==> config.mk <==
export PLATFORM = sky130hd
export DESIGN_NAME = collision_scheduler
export DESIGN_NICKNAME = d
export VERILOG_FILES = /design/src/rtl/collision_pkg.sv /design/src/rtl/collision_scheduler_pair_walker.sv /design/src/rtl/collision_scheduler.sv
export SDC_FILE = /design/constraint.sdc
export NUM_CORES = 1
export LEC_CHECK = 0
export CAP_MARGIN = 20
export CORE_UTILIZATION = 44
export DETAILED_ROUTE_END_ITERATION = 10
export GPL_TIMING_DRIVEN = 0
export HOLD_SLACK_MARGIN = 0.12
export PLACE_DENSITY = 0.84
export SYNTH_ARGS = -nofsm -noshare
export SYNTH_HDL_FRONTEND = slang
export SYNTH_SLANG_ARGS = --single-unit
==> constraint.sdc <==
create_clock -name clk -period 1.4 [get_ports clk]
set_input_delay 0.28 -clock clk [delete_from_list [all_inputs] [get_ports clk]]
set_output_delay 0.28 -clock clk [all_outputs]
set_load 0.01 [all_outputs]
==> src/rtl/collision_pkg.sv <==
// Shared types and pair-numbering helpers for the collision scheduler.
package collision_pkg;

  typedef enum logic [1:0] {
    IDLE,
    ISSUE,
    DRAIN,
    COMMIT
  } sched_state_t;

  function automatic int npairs(input int n);
    return n * (n - 1) / 2;
  endfunction

  // Row a contributes (n-1-a) pairs, so row start = a*(2n-a-1)/2
  function automatic int pair_index(input int a, input int b, input int n);
    return a * (2 * n - a - 1) / 2 + (b - a - 1);
  endfunction

endpackage

==> src/rtl/collision_scheduler_pair_walker.sv <==
// Lexicographic (a,b) pair generator with a<b; parks at (0,1) whenever start is high.
module pair_walker #(
  parameter int N_OBJ = 4,
  parameter int IW    = $clog2(N_OBJ)
) (
  input  logic          clk,
  input  logic          reset,
  input  logic          start,
  input  logic          advance,
  output logic [IW-1:0] a,
  output logic [IW-1:0] b,
  output logic          last
);

  assign last = (a == IW'(N_OBJ - 2)) && (b == IW'(N_OBJ - 1));

  // Wrapping back to (0,1) after the last pair keeps the outputs parked between sweeps
  always_ff @(posedge clk) begin
    if (reset) begin
      a <= '0;
      b <= '0;
    end else if (start || (advance && last)) begin
      a <= '0;
      b <= IW'(1);
    end else if (advance) begin
      if (b == IW'(N_OBJ - 1)) begin
        a <= a + IW'(1);
        b <= a + IW'(2);
      end else begin
        b <= b + IW'(1);
      end
    end
  end

endmodule

==> src/rtl/collision_scheduler.sv <==
// Frame-synchronous sweep of all object pairs through one shared collision detector.
// Optional COLLISION_PAIR_MATRIX_EN adds the per-pair hit output pair_hits.
module collision_scheduler
  import collision_pkg::*;
#(
  parameter int N_OBJ      = 4,
  parameter int CD_LATENCY = 1,
  parameter int IW         = $clog2(N_OBJ)
) (
  input  logic             clk,
  input  logic             reset,
  input  logic             frame_start,
  input  logic [N_OBJ-1:0] obj_valid,
  output logic [IW-1:0]    cd_idx_a,
  output logic [IW-1:0]    cd_idx_b,
  output logic             cd_req,
  input  logic             cd_hit,
  output logic [N_OBJ-1:0] collide_flags,
  output logic             busy,
  output logic             done,
  output logic             overrun
`ifdef COLLISION_PAIR_MATRIX_EN
  ,
  output logic [npairs(N_OBJ)-1:0] pair_hits
`endif
);

  localparam int NPAIRS = npairs(N_OBJ);
  localparam int TAG_W  = 1 + 2 * IW;
  localparam int LAT_W  = (CD_LATENCY > 1) ? $clog2(CD_LATENCY) : 1;

  sched_state_t     state, state_nxt;
  logic [N_OBJ-1:0] vmask;
  logic [N_OBJ-1:0] shadow, shadow_nxt;
  logic [LAT_W-1:0] drain_cnt;
  logic             walk_last;
  logic [TAG_W-1:0] tag_in, tag_out;
  logic             tag_req;
  logic [IW-1:0]    tag_a, tag_b;
  logic             result_hit;

  pair_walker #(.N_OBJ(N_OBJ), .IW(IW)) u_walker (
    .clk    (clk),
    .reset  (reset),
    .start  (state != ISSUE),
    .advance(state == ISSUE),
    .a      (cd_idx_a),
    .b      (cd_idx_b),
    .last   (walk_last)
  );

  assign cd_req = (state == ISSUE) && vmask[cd_idx_a] && vmask[cd_idx_b];
  assign busy   = (state != IDLE);
  assign done   = (state == COMMIT);
  assign tag_in = {cd_req, cd_idx_a, cd_idx_b};

  // Tag pipe mirrors the detector latency so each cd_hit meets its own pair
  generate
    if (CD_LATENCY == 0) begin : g_tag_comb
      assign tag_out = tag_in;
    end else begin : g_tag_pipe
      logic [TAG_W-1:0] pipe [CD_LATENCY];
      always_ff @(posedge clk) begin
        if (reset) begin
          for (int i = 0; i < CD_LATENCY; i++) pipe[i] <= '0;
        end else begin
          pipe[0] <= tag_in;
          for (int i = 1; i < CD_LATENCY; i++) pipe[i] <= pipe[i-1];
        end
      end
      assign tag_out = pipe[CD_LATENCY-1];
    end
  endgenerate

  assign {tag_req, tag_a, tag_b} = tag_out;
  assign result_hit = tag_req && cd_hit;

  always_comb begin
    shadow_nxt = shadow;
    if (result_hit) begin
      shadow_nxt[tag_a] = 1'b1;
      shadow_nxt[tag_b] = 1'b1;
    end
  end

  always_comb begin
    state_nxt = state;
    case (state)
      IDLE:    if (frame_start) state_nxt = ISSUE;
      ISSUE:   if (walk_last) state_nxt = (CD_LATENCY > 0) ? DRAIN : COMMIT;
      DRAIN:   if (int'(drain_cnt) == CD_LATENCY - 1) state_nxt = COMMIT;
      COMMIT:  state_nxt = IDLE;
      default: state_nxt = IDLE;
    endcase
  end

  // Flags load on entry to COMMIT, folding in the result that lands that same edge
  always_ff @(posedge clk) begin
    if (reset) begin
      state         <= IDLE;
      vmask         <= '0;
      shadow        <= '0;
      collide_flags <= '0;
      drain_cnt     <= '0;
      overrun       <= 1'b0;
    end else begin
      state <= state_nxt;
      if (state == IDLE && frame_start) begin
        vmask  <= obj_valid;
        shadow <= '0;
      end else begin
        shadow <= shadow_nxt;
      end
      drain_cnt <= (state == DRAIN) ? drain_cnt + 1'b1 : '0;
      if (state_nxt == COMMIT) collide_flags <= shadow_nxt;
      if (frame_start && busy) overrun <= 1'b1;
    end
  end

`ifdef COLLISION_PAIR_MATRIX_EN
  localparam int PW = (NPAIRS > 1) ? $clog2(NPAIRS) : 1;

  logic [NPAIRS-1:0] pair_shadow, pair_shadow_nxt;
  logic [PW-1:0]     tag_pidx;

  assign tag_pidx = PW'(pair_index(int'(tag_a), int'(tag_b), N_OBJ));

  always_comb begin
    pair_shadow_nxt = pair_shadow;
    if (result_hit) pair_shadow_nxt[tag_pidx] = 1'b1;
  end

  always_ff @(posedge clk) begin
    if (reset) begin
      pair_shadow <= '0;
      pair_hits   <= '0;
    end else begin
      if (state == IDLE && frame_start) pair_shadow <= '0;
      else pair_shadow <= pair_shadow_nxt;
      if (state_nxt == COMMIT) pair_hits <= pair_shadow_nxt;
    end
  end
`endif

endmodule

* Word level (Yosys, flattened, before mapping)
Memory sizes are Yosys's and may differ from the RTL's. Cells that the tools add are included.
Word-level totals: register bits after elaboration 20, word-level logic and storage cells 69, output and inout port bits 12, RAM bits 5, memories kept 1, bits of input ports 8
Memory list:
- g_tag_pipe.pipe | depth 1, bits a word 5, read ports 1, clocked after Yosys merged registers in 0, write ports 1, line collision_scheduler.sv:62 | logic [TAG_W-1:0] pipe [CD_LATENCY];
Cells by class: bitwise operators 3, order comparisons 6, reduce and logical (&&, ||, !) cells 18, add/subtract/negate cells 4, muxes and demuxes 21, equality and inequality tests 7
Operators by type and width (number):
- $lt 2x3->1 const B | 4
- $eq 2x2->1 const B | 5
- $mux 1 | 10
- $logic_and 1x1->1 | 9
- $mux 2 | 4
- $or 4x4->4 | 2
- $pmux 2 s4 | 1
- $reduce_or 2->1 | 3
- $mux 5 | 1
- $reduce_or 5->1 | 1
- $add 2x1->2 const B | 2
- $bmux 1 s2 | 2
- $demux 1 s2 | 2
- $ge 2x1->1 const B | 2
- $mux 4 | 1
- $reduce_bool 2->1 | 2
- $add 2x2->2 const B | 1
- $eq 2x1->1 const B | 1
- $logic_not 2->1 | 1
- $ne 2x1->1 const B | 1
- $reduce_and 2->1 | 1
- $add 1x1->1 const B | 1
- $logic_or 1x1->1 | 1
- $not 1->1 | 1

* Depth between registers and ports, before layout
Gate-level depths: netlist of run 1. An unclocked memory read counts as a cell.
depth after elaboration 8, depth in mapped cells 5, gate-level depth less buffers 5

* Hierarchy
Synthesis of run 1 repeated with hierarchy kept, for this count alone.
Unflattened totals: cells, all modules 102, area total of the unflattened synthesis 1044.8 µm²
By module, submodules not included:
- collision_scheduler | area an instance 828.3 µm², cells each 78, instances 1
- pair_walker | area an instance 216.5 µm², cells each 24, instances 1

* Worst setup path before layout of run 1
No wires, ideal clock.
kind flip-flop to flip-flop, start point reg u_walker.a[0], end point reg u_walker.b[0], setup time 0.132 ns, arrival time 1.319 ns, data required time 1.268 ns, stages on the path, launching flop included 6, path buffers 0, period minus slack after synthesis 1.451 ns, setup slack -0.051 ns, path through dfxtp_1 > inv_1 > ha_1 > or3b_2 > o21ai_0 > a21oi_1
On the way: word-level cells in the longest chain between the ends 5
RTL lines:
- start: declaration | line collision_scheduler_pair_walker.sv:10 | output logic [IW-1:0] a,
- start signal: assignment | line collision_scheduler_pair_walker.sv:27 | a <= a + IW'(1);
- parallel branches: the longest is 5 deep, another holds $add 2x2->2
- end signal: assignment | line collision_scheduler_pair_walker.sv:28 | b <= a + IW'(2);
- end signal: assignment | line collision_scheduler_pair_walker.sv:30 | b <= b + IW'(1);
- end: declaration | line collision_scheduler_pair_walker.sv:11 | output logic [IW-1:0] b,
Several ways; the timed one is not identified. The select of a mux whose other input is x is not followed. A chain may end at the register's enable or synchronous reset.

* Final worst setup path of run 1
start point reg u_walker.a[0], end point out cd_req
On the way: word-level cells in the longest chain between the ends 4
RTL lines:
- $bmux 1 s2 | line collision_scheduler.sv:52 | assign cd_req = (state == ISSUE) && vmask[cd_idx_a] && vmask[cd_idx_b];
- $mux 1 (implied by the code) | line collision_scheduler.sv:52
- $logic_and 1x1->1 (2 in series) | line collision_scheduler.sv:52
- end: declaration | line collision_scheduler.sv:16 | output logic cd_req,
No other way between the ends. The select of a mux whose other input is x is not followed.

==> results.txt, run 1 <==
- For this configuration, the core starts out at a cell density of 48.7%.
- The number of antenna violations at the first check in global routing was 0.
- Share of power burned in registers: 61.1%
- Detailed placement finished with a half-perimeter wire length of 1380 um.
- Max capacitance violation total: 0
- Overall power of the completed layout: roughly 1.2 mW
- Minimum clock period: 1.81 ns
* Top cell type's share of synthesized area: 50.3%
* N_diodes: 0
- In this run the clock root is driven by a sky130_fd_sc_hd__clkbuf_4.
- In the final routing, the length of wire on met1 measures 843 um.
- Ratio of cells with drive above 1 in the final layout: 26.9%
- After synthesis, the mean cell area works out to 9.95 um^2.
* Total length of routed met3 wires: 129 um
- Largest fanout of any net on the critical path: 2
- Final antenna-violating net count: 0
* Largest area contributor in the synthesized netlist: sky130_fd_sc_hd__dfxtp_1
- Via count normalized by instance count: 5.30
- Synthesis produced 100 cells.
- In this run the most critical hold path is launched from reset.
- Detailed routing placed a total of 1010 um of wire on met2.
* Count leader, synth: sky130_fd_sc_hd__dfxtp_1
- Clock-pin slew was measured on the worst setup and hold paths at about 0.14 ns.
- Vertical extent of the die: approximately 50 um
- Quantity of hold-fixing buffers added after cts: 0
- In this run the static leakage power is about 0.54 nW.
- Synthesized cell area: 995 um^2
- The number of clock buffers added by TritonCTS is 3.
- First-pass iteration count of the detailed router: 4
* RR Endpoint: u_walker.b[0]
- Total of flip-flops plus latches after synthesis: 25
- Number of warnings issued by yosys: 0
- Synthesized netlist net count: 110
- DP Area: 1210 um^2
- The worst setup path is captured at an output pin.
* Hold crit path type: in -> reg
- For this run, the share of the core covered by cells in the final layout is 66.1%.
- R2r worst-path depth: 6
- Final clock skew: between 0.009 and 0.01 ns
- Ranked by instance count, the synthesized netlist is headed by sky130_fd_sc_hd__dfxtp_1 (25), sky130_fd_sc_hd__nor2_1 (19), sky130_fd_sc_hd__nor2b_1 (8).
* Horizontal extent of the die: 49.5 um
* Net switching component of the power: 0.299 mW
- Yosys mapped a number of flops with a built-in enable equal to 0.
- Proportion of register bits with asynchronous set or reset after synthesis: 0%
- Register-to-register setup slack: 0.01 ns
- WHS: between 0.3 and 0.4 ns
* Count of final hold-check violations: 0
* Post-layout instance count excluding filler cells: 157
- The floorplan step defined a die boundary enclosing ~2500 um^2.
- Power density over cell area: 898 nW/um^2
- Prevailing post-synth register cell: sky130_fd_sc_hd__dfxtp_1
* Relative max-transition margin: 72.2%
- Data arrival, critical path: 1.53 ns
- In the post-synthesis netlist, the biggest area contributors are sky130_fd_sc_hd__dfxtp_1 (50%), sky130_fd_sc_hd__nor2_1 (7.2%), sky130_fd_sc_hd__mux2i_1 (6.0%).
- The final critical path takes up 129% of the cycle.
- Uppermost metal layer occupied by signal nets: met4
- Largest net degree at the start of global routing: 15
- The routed layout has 832 vias.
- Buffers placed on the I/O ports in this run total 18.
* Maximum buffer depth of the clock tree: 2
* Maximum level of the CTS H-tree: 1
- CTS tree: yes
- Total Nets Final: 141
* Worst min-delay path endpoint: g_tag_pipe.pipe[0][3]
- The worst setup path is of the reg -> out kind.
- Counting instances, the worst hold path has a depth of 2.
* # clock sinks: 25
- Critical register-to-register path startpoint: u_walker.b[0]
- Worst Setup Slack, final: -0.412 ns
- After detailed placement, the design holds a cell count of 145.
* Final wirelength: a little over 2000 um
* Fraction of power spent switching nets: between 20% and 30%
- Comb power frac: 11.9%
* Number of unique standard cell types used by synthesis: 27
- With fillers left out, the area of the finished cells amounts to around 1400 um^2.
- Area growth, synth to finish: 35.7%
- After detailed routing, the number of remaining DRC violations is 0.
* First-pass GRT wire length: around 3400 um
- Top Ports: 20
* Count of final setup violators: 2
- For the final routed database, the setup TNS stands at -0.453 ns.
- Global routing consumed, over all layers together, 18.6% of the routing resources.
- Clock network fraction of total power: 27.1%
- After floorplanning, the core was sized to cover between 2000 and 2500 um^2.
* WP data required: between 1 and 1.5 ns
* Worst slack at placement: -0.395 ns
* Internal: approximately 0.9 mW
* Global placer's final weighted congestion: 0.790
- Setup repair after global routing missed its margin: yes
- The first routing iteration left 14 violations.
* Outcome: complete, but fails checks
- Row count: 16
- For the pin with the worst max-slew slack, the measured transition is around 0.42 ns.
* Pins over their slew limit: 0
* Failing checks: setup timing
- Static timing analysis puts the maximum clock frequency at ~550 MHz.
- STA classifies the critical path startpoint as a flop.
* Vias in the first global route: 803
* Sequential-to-total area share from yosys stat: 50.3%
* Grt ovf: 0
- After detailed routing, the average wire length per cell comes to 13.0 um.
* Largest voltage drop on the vdd net: 558 uV
- The clock reaches the later pin of the worst-skew pair after 0.33 ns.
[power by group through the flow]
| stage | Combinational, mW | Clock [mW] | Sequential (mW) |
|---|---|---|---|
| floorplan | 0.0669 | 0 | 0.764 |
| global placement | 0.112 | 0 | 0.764 |
| detailed placement | 0.116 | 0 | 0.765 |
| CTS | 0.134 | 0.335 | 0.740 |
| global route | 0.156 | 0.356 | 0.743 |
| finish | 0.144 | 0.328 | 0.740 |
[registers in the layout, indices dropped and copies added (netlist names)]
| signal | flops |
|---|---|
| drain_cnt | 1 |
| state | 2 |
| shadow | 4 |
| g_tag_pipe.pipe | 5 |
| u_walker.a | 2 |
| overrun | 1 |
| u_walker.b | 2 |
| vmask | 4 |
| collide_flags | 4 |
[per-layer routing]
layer,vias up,GRT usage [%]
met2,29,31.1
met1,386,20.7
li1,410,-
met5,-,0
met4,0,13.3
met3,7,3.70
[logic make-up after synthesis]
| kind of cell | Yosys count | synth area share (%) |
|---|---|---|
| buffers and inverters | 7 | 3.02 |
| muxes | 8 | 10.6 |
| AOI/OAI and AO/OA | 18 | 11.8 |
| and+or+nand+nor | 40 | 21.8 |
| DFF | 25 | 50.3 |
| adders and majority gates | 2 | 2.52 |
[cell type report]
class                      count  area, um^2
fill                         184         692
timing repair buffer          26         233
inverter                       4        15.0
tap                           27        33.8
clock buffer                   3        22.5
clock inverter                 1        5.00
multi-input combinational     68         502
sequential                    25         520
buffer                         3        18.8
[worst max-delay path, stage by stage, from the launching register on]
cell	delay, ns
sky130_fd_sc_hd__dfxtp_4	0.38
sky130_fd_sc_hd__mux4_2	0.51
sky130_fd_sc_hd__and3_4	0.19
sky130_fd_sc_hd__buf_6	0.11
[cell usage in the layout, fill, tap and decap left out, types with 4 or more instances in the layout]
cell type                         netlist  routed
sky130_fd_sc_hd__nor2_1                19      19
sky130_fd_sc_hd__dfxtp_1               25      19
sky130_fd_sc_hd__nor2b_1                8       8
sky130_fd_sc_hd__dlygate4sd2_1          0       7
sky130_fd_sc_hd__buf_4                  1       7
sky130_fd_sc_hd__mux2i_1                6       6
sky130_fd_sc_hd__clkdlybuf4s50_1        0       6
sky130_fd_sc_hd__a21oi_1                5       5
sky130_fd_sc_hd__dfxtp_4                0       5
sky130_fd_sc_hd__buf_6                  0       4
[worst max path at each step]
stage	from	endpoint	slack (ns)	depth (start not counted)
detailed placement	u_walker.b[0]	cd_req	-0.40	3
global route	u_walker.a[0]	cd_req	-0.44	3
finish	u_walker.a[0]	cd_req	-0.41	3
CTS	u_walker.a[0]	cd_req	-0.41	3
global placement	u_walker.b[0]	cd_req	-0.41	3
floorplan	u_walker.b[1]	u_walker.b[0]	-0.005	5
[repair_timing]
action / in CTS / in global routing
setup endpoints to repair: 14 / 7
gates resized for setup: 44 / 4
pin swaps: 2 / 3
buffers inserted: 6 / 3
hold endpoints to repair: 0 / 0
Power figures use the tool's default switching activity.
==> inputs of run 2 (changes only) <==
--- a/config.mk
+++ b/config.mk
@@ -6,11 +6,11 @@
 export NUM_CORES = 1
 export LEC_CHECK = 0
 export CAP_MARGIN = 20
-export CORE_UTILIZATION = 44
+export CORE_UTILIZATION = 40
 export DETAILED_ROUTE_END_ITERATION = 10
 export GPL_TIMING_DRIVEN = 0
 export HOLD_SLACK_MARGIN = 0.12
-export PLACE_DENSITY = 0.84
+export PLACE_DENSITY = 0.78
 export SYNTH_ARGS = -nofsm -noshare
 export SYNTH_HDL_FRONTEND = slang
 export SYNTH_SLANG_ARGS = --single-unit
==> run 2 against run 1 <==
Against the previous run: the flow still finishes with violations (setup timing); core utilization fell by 5.7 points; register-to-register slack barely moved; sequential power rose by 0.7%; non-clock buffer count rose by 4; critical path depth did not move; final cell count rose by 3.2%; critical path type unchanged; largest power group unchanged; highest routed layer unchanged.
==> results.txt, run 2 (synthesis results as in run 1) <==
- Outcome: complete, but fails checks (unchanged).
* Failing checks: setup timing (unchanged)
- The placement-stage worst setup slack was -0.399 ns (was -0.395 ns).
- Maximum buffer depth of the clock tree: 2 (unchanged)
* Global placer's final weighted congestion: 0.740 (was 0.790)
- The total of buffers placed on input and output ports came to 18 (unchanged).
* Number of clock buffers inserted by TritonCTS: 3 (unchanged)
* Crit-path slowest cell: sky130_fd_sc_hd__mux4_2 (unchanged)
* Grt ovf: 0 (unchanged)
- Via count normalized by instance count: 5.08 (was 5.30)
- The cell area power density was 878 nW/um^2 (was 898 nW/um^2).
* Met1 GRT Util: 17.9% (was 20.7%)
- The most congested layer reported by global routing was met2 (unchanged).
- The H-tree depth reported by CTS is 1 (unchanged).
* Overall track demand over capacity in global routing: 17.2% (was 18.6%)
- Overall die area: 2690 um^2 (was 2450 um^2)
* Flip-flop count of the largest register after layout: 5 (unchanged)
- The category of the worst setup path capture point is an output pin (unchanged).
- The clock transition at the registers of the reported paths came to 0.13 ns (was 0.14 ns).
- The transition at the pin with the smallest max-transition slack was 0.435 ns (was 0.417 ns).
- Upper clock frequency limit: 560 MHz (was 552 MHz)
- The number of antenna violations at the first check in global routing was 0 (unchanged).
* Worst Setup Slack, final: -0.387 ns (was -0.412 ns)
- N_diodes: 0 (unchanged)
- The number of placement rows came to 17 (was 16).
* Vertical extent of the die: 51.9 um (was 49.5 um)
* Register-to-register setup slack: 0 ns (was 0.01 ns)
- The final worst clock skew came to 0.00629 ns (was 0.00942 ns).
- The clock sink count came to 25 (unchanged).
* Ratio of cells with drive above 1 in the final layout: 29.1% (was 26.9%)
- DP Area: 1210 um^2 (about the same)
* Register with the most flip-flops: g_tag_pipe.pipe (unchanged)
* Crit path launch type: flop (unchanged)
- Commonest non-fill, non-tap cells in the layout: sky130_fd_sc_hd__nor2_1 (19), sky130_fd_sc_hd__dfxtp_1 (19), sky130_fd_sc_hd__buf_4 (11), sky130_fd_sc_hd__dlygate4sd2_1 (7) (was sky130_fd_sc_hd__nor2_1 (19), sky130_fd_sc_hd__dfxtp_1 (19), sky130_fd_sc_hd__nor2b_1 (8), sky130_fd_sc_hd__dlygate4sd2_1 (7), sky130_fd_sc_hd__buf_4 (7)).
* DR vias: 823 (was 832)
- The area growth from synthesis to layout came to 38.2% (was 35.7%).
- Cell chain of the critical path: mux4_2, and3_4, buf_6 (unchanged)
* Worst Setup Path Type: reg -> out (unchanged)
* Setup repair after global routing missed its margin: yes (unchanged)
- The delay contributed by the slowest stage of the critical path is 0.51 ns (about the same).
- The relative slew slack was 71.0% (was 72.2%).
* Final TNS setup: -0.435 ns (was -0.453 ns)
- Horizontal extent of the die: 51.9 um (was 49.5 um)
- The top-level port count came to 20 (unchanged).
- Largest voltage drop on the vdd net: 651 uV (was 558 uV)
- The global routing met3 resource utilization came to 3.51% (was 3.70%).
- Final clock period utilization by the worst path: 128% (was 129%)
- The pin count of the biggest net entering global routing was 14 (was 15).
- The effective utilization at floorplan is 43.7% (was 48.7%).
- First-pass iteration count of the detailed router: 3 (was 4)
- The overall power of the completed layout is 1.21 mW (about the same).
- The cell at the root of the clock tree was sky130_fd_sc_hd__clkbuf_4 (unchanged).
* WP data required: 1.12 ns (about the same)
* Final design instance area without fill: 1380 um^2 (was 1350 um^2)
* M2 GR Usage: 31.6% (was 31.1%)
- The average wire per cell in the routed design came to 12.7 um (was 13.0 um).
- The first-pass GRT wire length is 3320 um (was 3420 um).
- The placeable core region is 2280 um^2 (was 2040 um^2).
- The leakage power summed over all cells is 0.554 nW (was 0.538 nW).
- CTS tree: yes (unchanged)
- The total count of hold-check failures in the final report came to 0 (unchanged).
* Final wirelength: 2050 um (was 2040 um)
- Data arrival, critical path: 1.51 ns (was 1.53 ns)
- DRC Markers: 0 (unchanged)
* Largest fanout of any net on the critical path: 2 (unchanged)
- The final number of max-transition violations came to 0 (unchanged).
- The number of DRC violations after detailed-routing iteration 0 was 6 (was 14).
* Total Nets Final: 145 (was 141)
* Max capacitance violation total: 0 (unchanged)
- The path category of the worst min-delay check is in -> reg (unchanged).
* Count of final setup violators: 2 (unchanged)
* Final antenna-violating net count: 0 (unchanged)
- The shortest period the worst path allows is 1.79 ns (was 1.81 ns).
- The clock insertion delay at the later pin of the skew report was 0.32 ns (was 0.33 ns).
* DP Wirelength: 1380 um (about the same)
- Vias in the first global route: 760 (was 803)
-- run 2: final timing paths --
| kind | startpoint | endpoint | depth (start not counted) |
|---|---|---|---|
| worst min-delay path | reset | g_tag_pipe.pipe[0][3] | 2 |
| worst max-delay path | u_walker.a[0] | cd_req | 3 |
| worst max register to register | u_walker.b[0] | u_walker.a[0] | 6 |
| worst min register to register | shadow[1] | shadow[1] | 2 |
-- run 2: report_power, final --
group / switching (mW) / total (mW) / leakage, nW / internal, mW
clock network: 0.207 / 0.319 / 0.0150 / 0.112
logic: 0.0618 / 0.143 / 0.333 / 0.0816
registers: 0.0159 / 0.745 / 0.206 / 0.729
total: 0.285 / 1.21 / 0.554 / 0.922
-- run 2: timing repair --
action / CTS / global route
resized for setup: 36 / 9
setup endpoints to repair: 14 / 10
hold buffers: 0 / 0
pin swaps: 2 / 4
buffers inserted: 8 / 4
endpoints found under the hold margin: 0 / 0
-- run 2: final cells by class --
class | count | area [um^2]
clock buffer | 4 | 26.3
fill | 203 | 901
buffer | 3 | 18.8
tap | 28 | 35.0
sequential | 25 | 513
multi-input combinational | 68 | 504
inverter | 4 | 15.0
timing repair buffer | 30 | 263
-- run 2: worst max-delay path, delay by kind of cell, from the launching register on --
kind / cells / cell delay (ns)
and+or+nand+nor: 1 / 0.19
buffers and inverters: 1 / 0.11
DFF: 1 / 0.37
muxes: 1 / 0.51
-- run 2: per-stage QoR --
| step | hold slack [ns] | std cells | util [%] |
|---|---|---|---|
| floorplan | 0.421 | 100 | - |
| global route | 0.387 | 162 | 60.4 |
| CTS | 0.318 | 158 | 58.7 |
| finish | 0.334 | 162 | 60.4 |
| global placement | 0.443 | 146 | 53.3 |
| detailed placement | 0.451 | 146 | 53.3 |
-- run 2: routing by layer --
metal | routed length (um) | vias up
met5 | 0 | -
met4 | 48 | 0
met3 | 96 | 5
met2 | 1030 | 17
met1 | 876 | 383
li1 | - | 418
==> inputs of run 3 (changes only) <==
--- a/config.mk
+++ b/config.mk
@@ -7,10 +7,11 @@
 export LEC_CHECK = 0
 export CAP_MARGIN = 20
 export CORE_UTILIZATION = 40
+export CTS_CLUSTER_DIAMETER = 60
 export DETAILED_ROUTE_END_ITERATION = 10
 export GPL_TIMING_DRIVEN = 0
 export HOLD_SLACK_MARGIN = 0.12
-export PLACE_DENSITY = 0.78
+export PLACE_DENSITY = 0.76
 export SYNTH_ARGS = -nofsm -noshare
 export SYNTH_HDL_FRONTEND = slang
 export SYNTH_SLANG_ARGS = --single-unit
==> constraint.sdc (replaced) <==
create_clock -name clk -period 2.1 [get_ports clk]
set_input_delay 0.42 -clock clk [delete_from_list [all_inputs] [get_ports clk]]
set_output_delay 0.42 -clock clk [all_outputs]
set_load 0.01 [all_outputs]
==> run 3 against run 2 <==
Against the previous run: the run now ends clean; core utilization fell by 4.6 points; design area is 7.6% lower; non-clock buffer count shrank 9; clock skew is 0.0028 ns lower; combinational power down 42%; sequential share of layout area up 2.5 points; critical path depth unchanged; setup slack improved by 0.46 ns; final cell count decreased by 5.6%; first-iteration DRC count up 67%; count of clock-buffer cells in the layout is the same; critical path type unchanged; largest power group unchanged.
==> results.txt, run 3 (synthesis results as in run 1) <==
- Maximum level of the CTS H-tree: 1 (unchanged)
- Horizontal extent of the die: 51.9 um (unchanged)
- Average detailed-routed wire length per instance: 12.0 um (was 12.7 um)
- The buffer levels on the longest clock path came to 2 (unchanged).
* Final antenna-violating net count: 0 (unchanged)
- The effective utilization at floorplan came to 43.7% (unchanged).
- The remaining global-route overflow was 0 (unchanged).
* Root buffer selected by CTS: sky130_fd_sc_hd__clkbuf_4 (unchanged)
* Area growth, synth to finish: 27.8% (was 38.2%)
* Vertical extent of the die: 51.9 um (unchanged)
* Global placer's final weighted congestion: 0.745 (was 0.740)
- The clock transition at the registers of the reported paths came to 0.13 ns (about the same).
- Critical path endpoint category: output pin (unchanged)
- First-pass iteration count of the detailed router: 4 (was 3)
* Pin slew with the least headroom to its limit: 0.542 ns (was 0.435 ns)
- Data arrival, critical path: 1.61 ns (was 1.51 ns)
- Crit-path slowest cell: sky130_fd_sc_hd__mux4_2 (unchanged)
- The final number of max-transition violations is 0 (unchanged).
* Critical register-to-register path startpoint: u_walker.a[0] (was u_walker.b[0])
- The path category of the worst min-delay check is in -> reg (unchanged).
- Outcome: finished, final reports clean (was complete, but fails checks).
- Crit path launch type: flop (unchanged)
- Top Ports: 20 (unchanged)
* DP Wirelength: 1370 um (was 1380 um)
- First-pass GRT wire length: 3190 um (was 3320 um)
- The number of setup violations in the final report is 0 (was 2).
- Vias in the first global route: 736 (was 760)
- Worst Setup Path Type: reg -> out (unchanged)
- Count of final hold-check violations: 0 (unchanged)
- Ratio of cells with drive above 1 in the final layout: 14.4% (was 29.1%)
- The final worst clock skew came to 0.00349 ns (was 0.00629 ns).
* Setup repair after global routing missed its margin: no (was yes)
- The routed design could run at a clock period as short as 2.03 ns.
* Delay of the slowest critical-path stage: 0.50 ns (was 0.51 ns)
- Leakage: 0.459 nW (was 0.554 nW)
- The total of buffers placed on input and output ports is 18 (unchanged).
- The startpoint of the tightest hold check path is reset (unchanged).
- Number of antenna violations at the first check in global routing: 0 (unchanged)
- Commonest non-fill, non-tap cells in the layout: sky130_fd_sc_hd__dfxtp_1 (23), sky130_fd_sc_hd__nor2_1 (19), sky130_fd_sc_hd__clkdlybuf4s50_1 (17), sky130_fd_sc_hd__nor2b_1 (7), sky130_fd_sc_hd__mux2i_1 (6) (was sky130_fd_sc_hd__nor2_1 (19), sky130_fd_sc_hd__dfxtp_1 (19), sky130_fd_sc_hd__buf_4 (11), sky130_fd_sc_hd__dlygate4sd2_1 (7)).
* Quantity of hold-fixing buffers added after cts: 0 (unchanged)
- The placeable core region is 2280 um^2 (unchanged).
* Register with the most flip-flops: g_tag_pipe.pipe (unchanged)
- # clock sinks: 25 (unchanged)
- The clock tree from TritonCTS was yes (unchanged).
- Largest net degree at the start of global routing: 14 (unchanged)
- The via count normalized by instance count was 5.06 (was 5.08).
* WP data required: 1.68 ns (was 1.12 ns)
* First DRT Iteration DRCs: 10 (was 6)
- Max capacitance violation total: 0 (unchanged)
* Skew-Pair Late Insertion Delay: 0.31 ns (was 0.32 ns)
- The count of nets after finishing came to 136 (was 145).
* Overall die area: 2690 um^2 (unchanged)
* Commonest non-fill, non-tap cell in the layout: sky130_fd_sc_hd__dfxtp_1
- The cell area power density came to 623 nW/um^2 (was 878 nW/um^2).
* N_diodes: 0 (unchanged)
* DR vias: 774 (was 823)
- Overall track demand over capacity in global routing: 16.2% (was 17.2%)
- Largest fanout of any net on the critical path: 2 (unchanged)
- Row count: 17 (unchanged)
* Cell chain of the critical path: mux4_2, and3_4, clkdlybuf4s15_1 (was mux4_2, and3_4, buf_6)
* Number of clock buffers inserted by TritonCTS: 3 (unchanged)
- Overall power of the completed layout: 0.792 mW (was 1.21 mW)
* Final TNS setup: 0 ns (was -0.435 ns)
- Upper clock frequency limit: 493 MHz
* Relative max-transition margin: 63.7% (was 71.0%)
* Launch point of the critical path: u_walker.a[0] (unchanged)
- Final clock period utilization by the worst path: 96.7%
- The flip-flop count of the largest register after layout is 5 (unchanged).
* Largest voltage drop on the vdd net: 374 uV (was 651 uV)
* Final wirelength: 1830 um (was 2050 um)
* DRC Markers: 0 (unchanged)
==> run 3: cell type report <==
class / count / area [um^2]
plain buffers: 3 / 15.0
well taps: 28 / 35.0
clock buffers: 4 / 26.3
inverters: 4 / 15.0
multi-input cells: 68 / 472
repair buffers: 21 / 203
fillers: 216 / 1000
flip-flops and latches: 25 / 505
==> run 3: repair_timing <==
| item | CTS | global route |
|---|---|---|
| setup endpoints to repair | 1 | 1 |
| gates resized for setup | 4 | 3 |
| setup buffers | 2 | 1 |
==> run 3: critical path, delay by kind of cell, from the launching register on <==
| family | cells | cell delay, ns |
|---|---|---|
| buffers and inverters | 1 | 0.22 |
| flip-flops | 1 | 0.38 |
| AND/OR/NAND/NOR | 1 | 0.19 |
| multiplexers | 1 | 0.50 |
==> run 3: metal layers <==
layer  vias to the layer above  share of wire (%)  wire length [um]  GRT usage [%]
met5                         -                  0                 0              0
met3                         4                5.3                97           6.73
met2                        20                 46               835           26.3
met4                         0                2.0                37           5.86
li1                        399                  -                 -              -
met1                       351                 47               861           18.8
==> run 3: worst paths after layout <==
path         cells past startpoint  slack (ns)                    end
min                              2        0.47  g_tag_pipe.pipe[0][3]
min reg2reg                      2        0.47              shadow[3]
max reg2reg                      6        0.48          u_walker.b[0]
max                              3        0.07                 cd_req
==> run 3: power by group <==
group	internal, mW	switching (mW)
clock network	0.0743	0.137
logic	0.0476	0.0360
registers	0.486	0.0112
total	0.608	0.184
==> run 3: through the flow <==
stage,worst slack (ns),util (%),hold slack (ns),cell area (um^2),instances
final,0.0695,55.9,0.471,1270,153
after global routing,0.00282,55.9,0.495,1270,153
after CTS,0.00930,55.1,0.473,1250,152
after detailed placement,0.0994,53.2,0.449,1210,146
after global placement,0.0926,53.2,0.445,1210,146
after floorplan,0.524,-,0.424,995,100
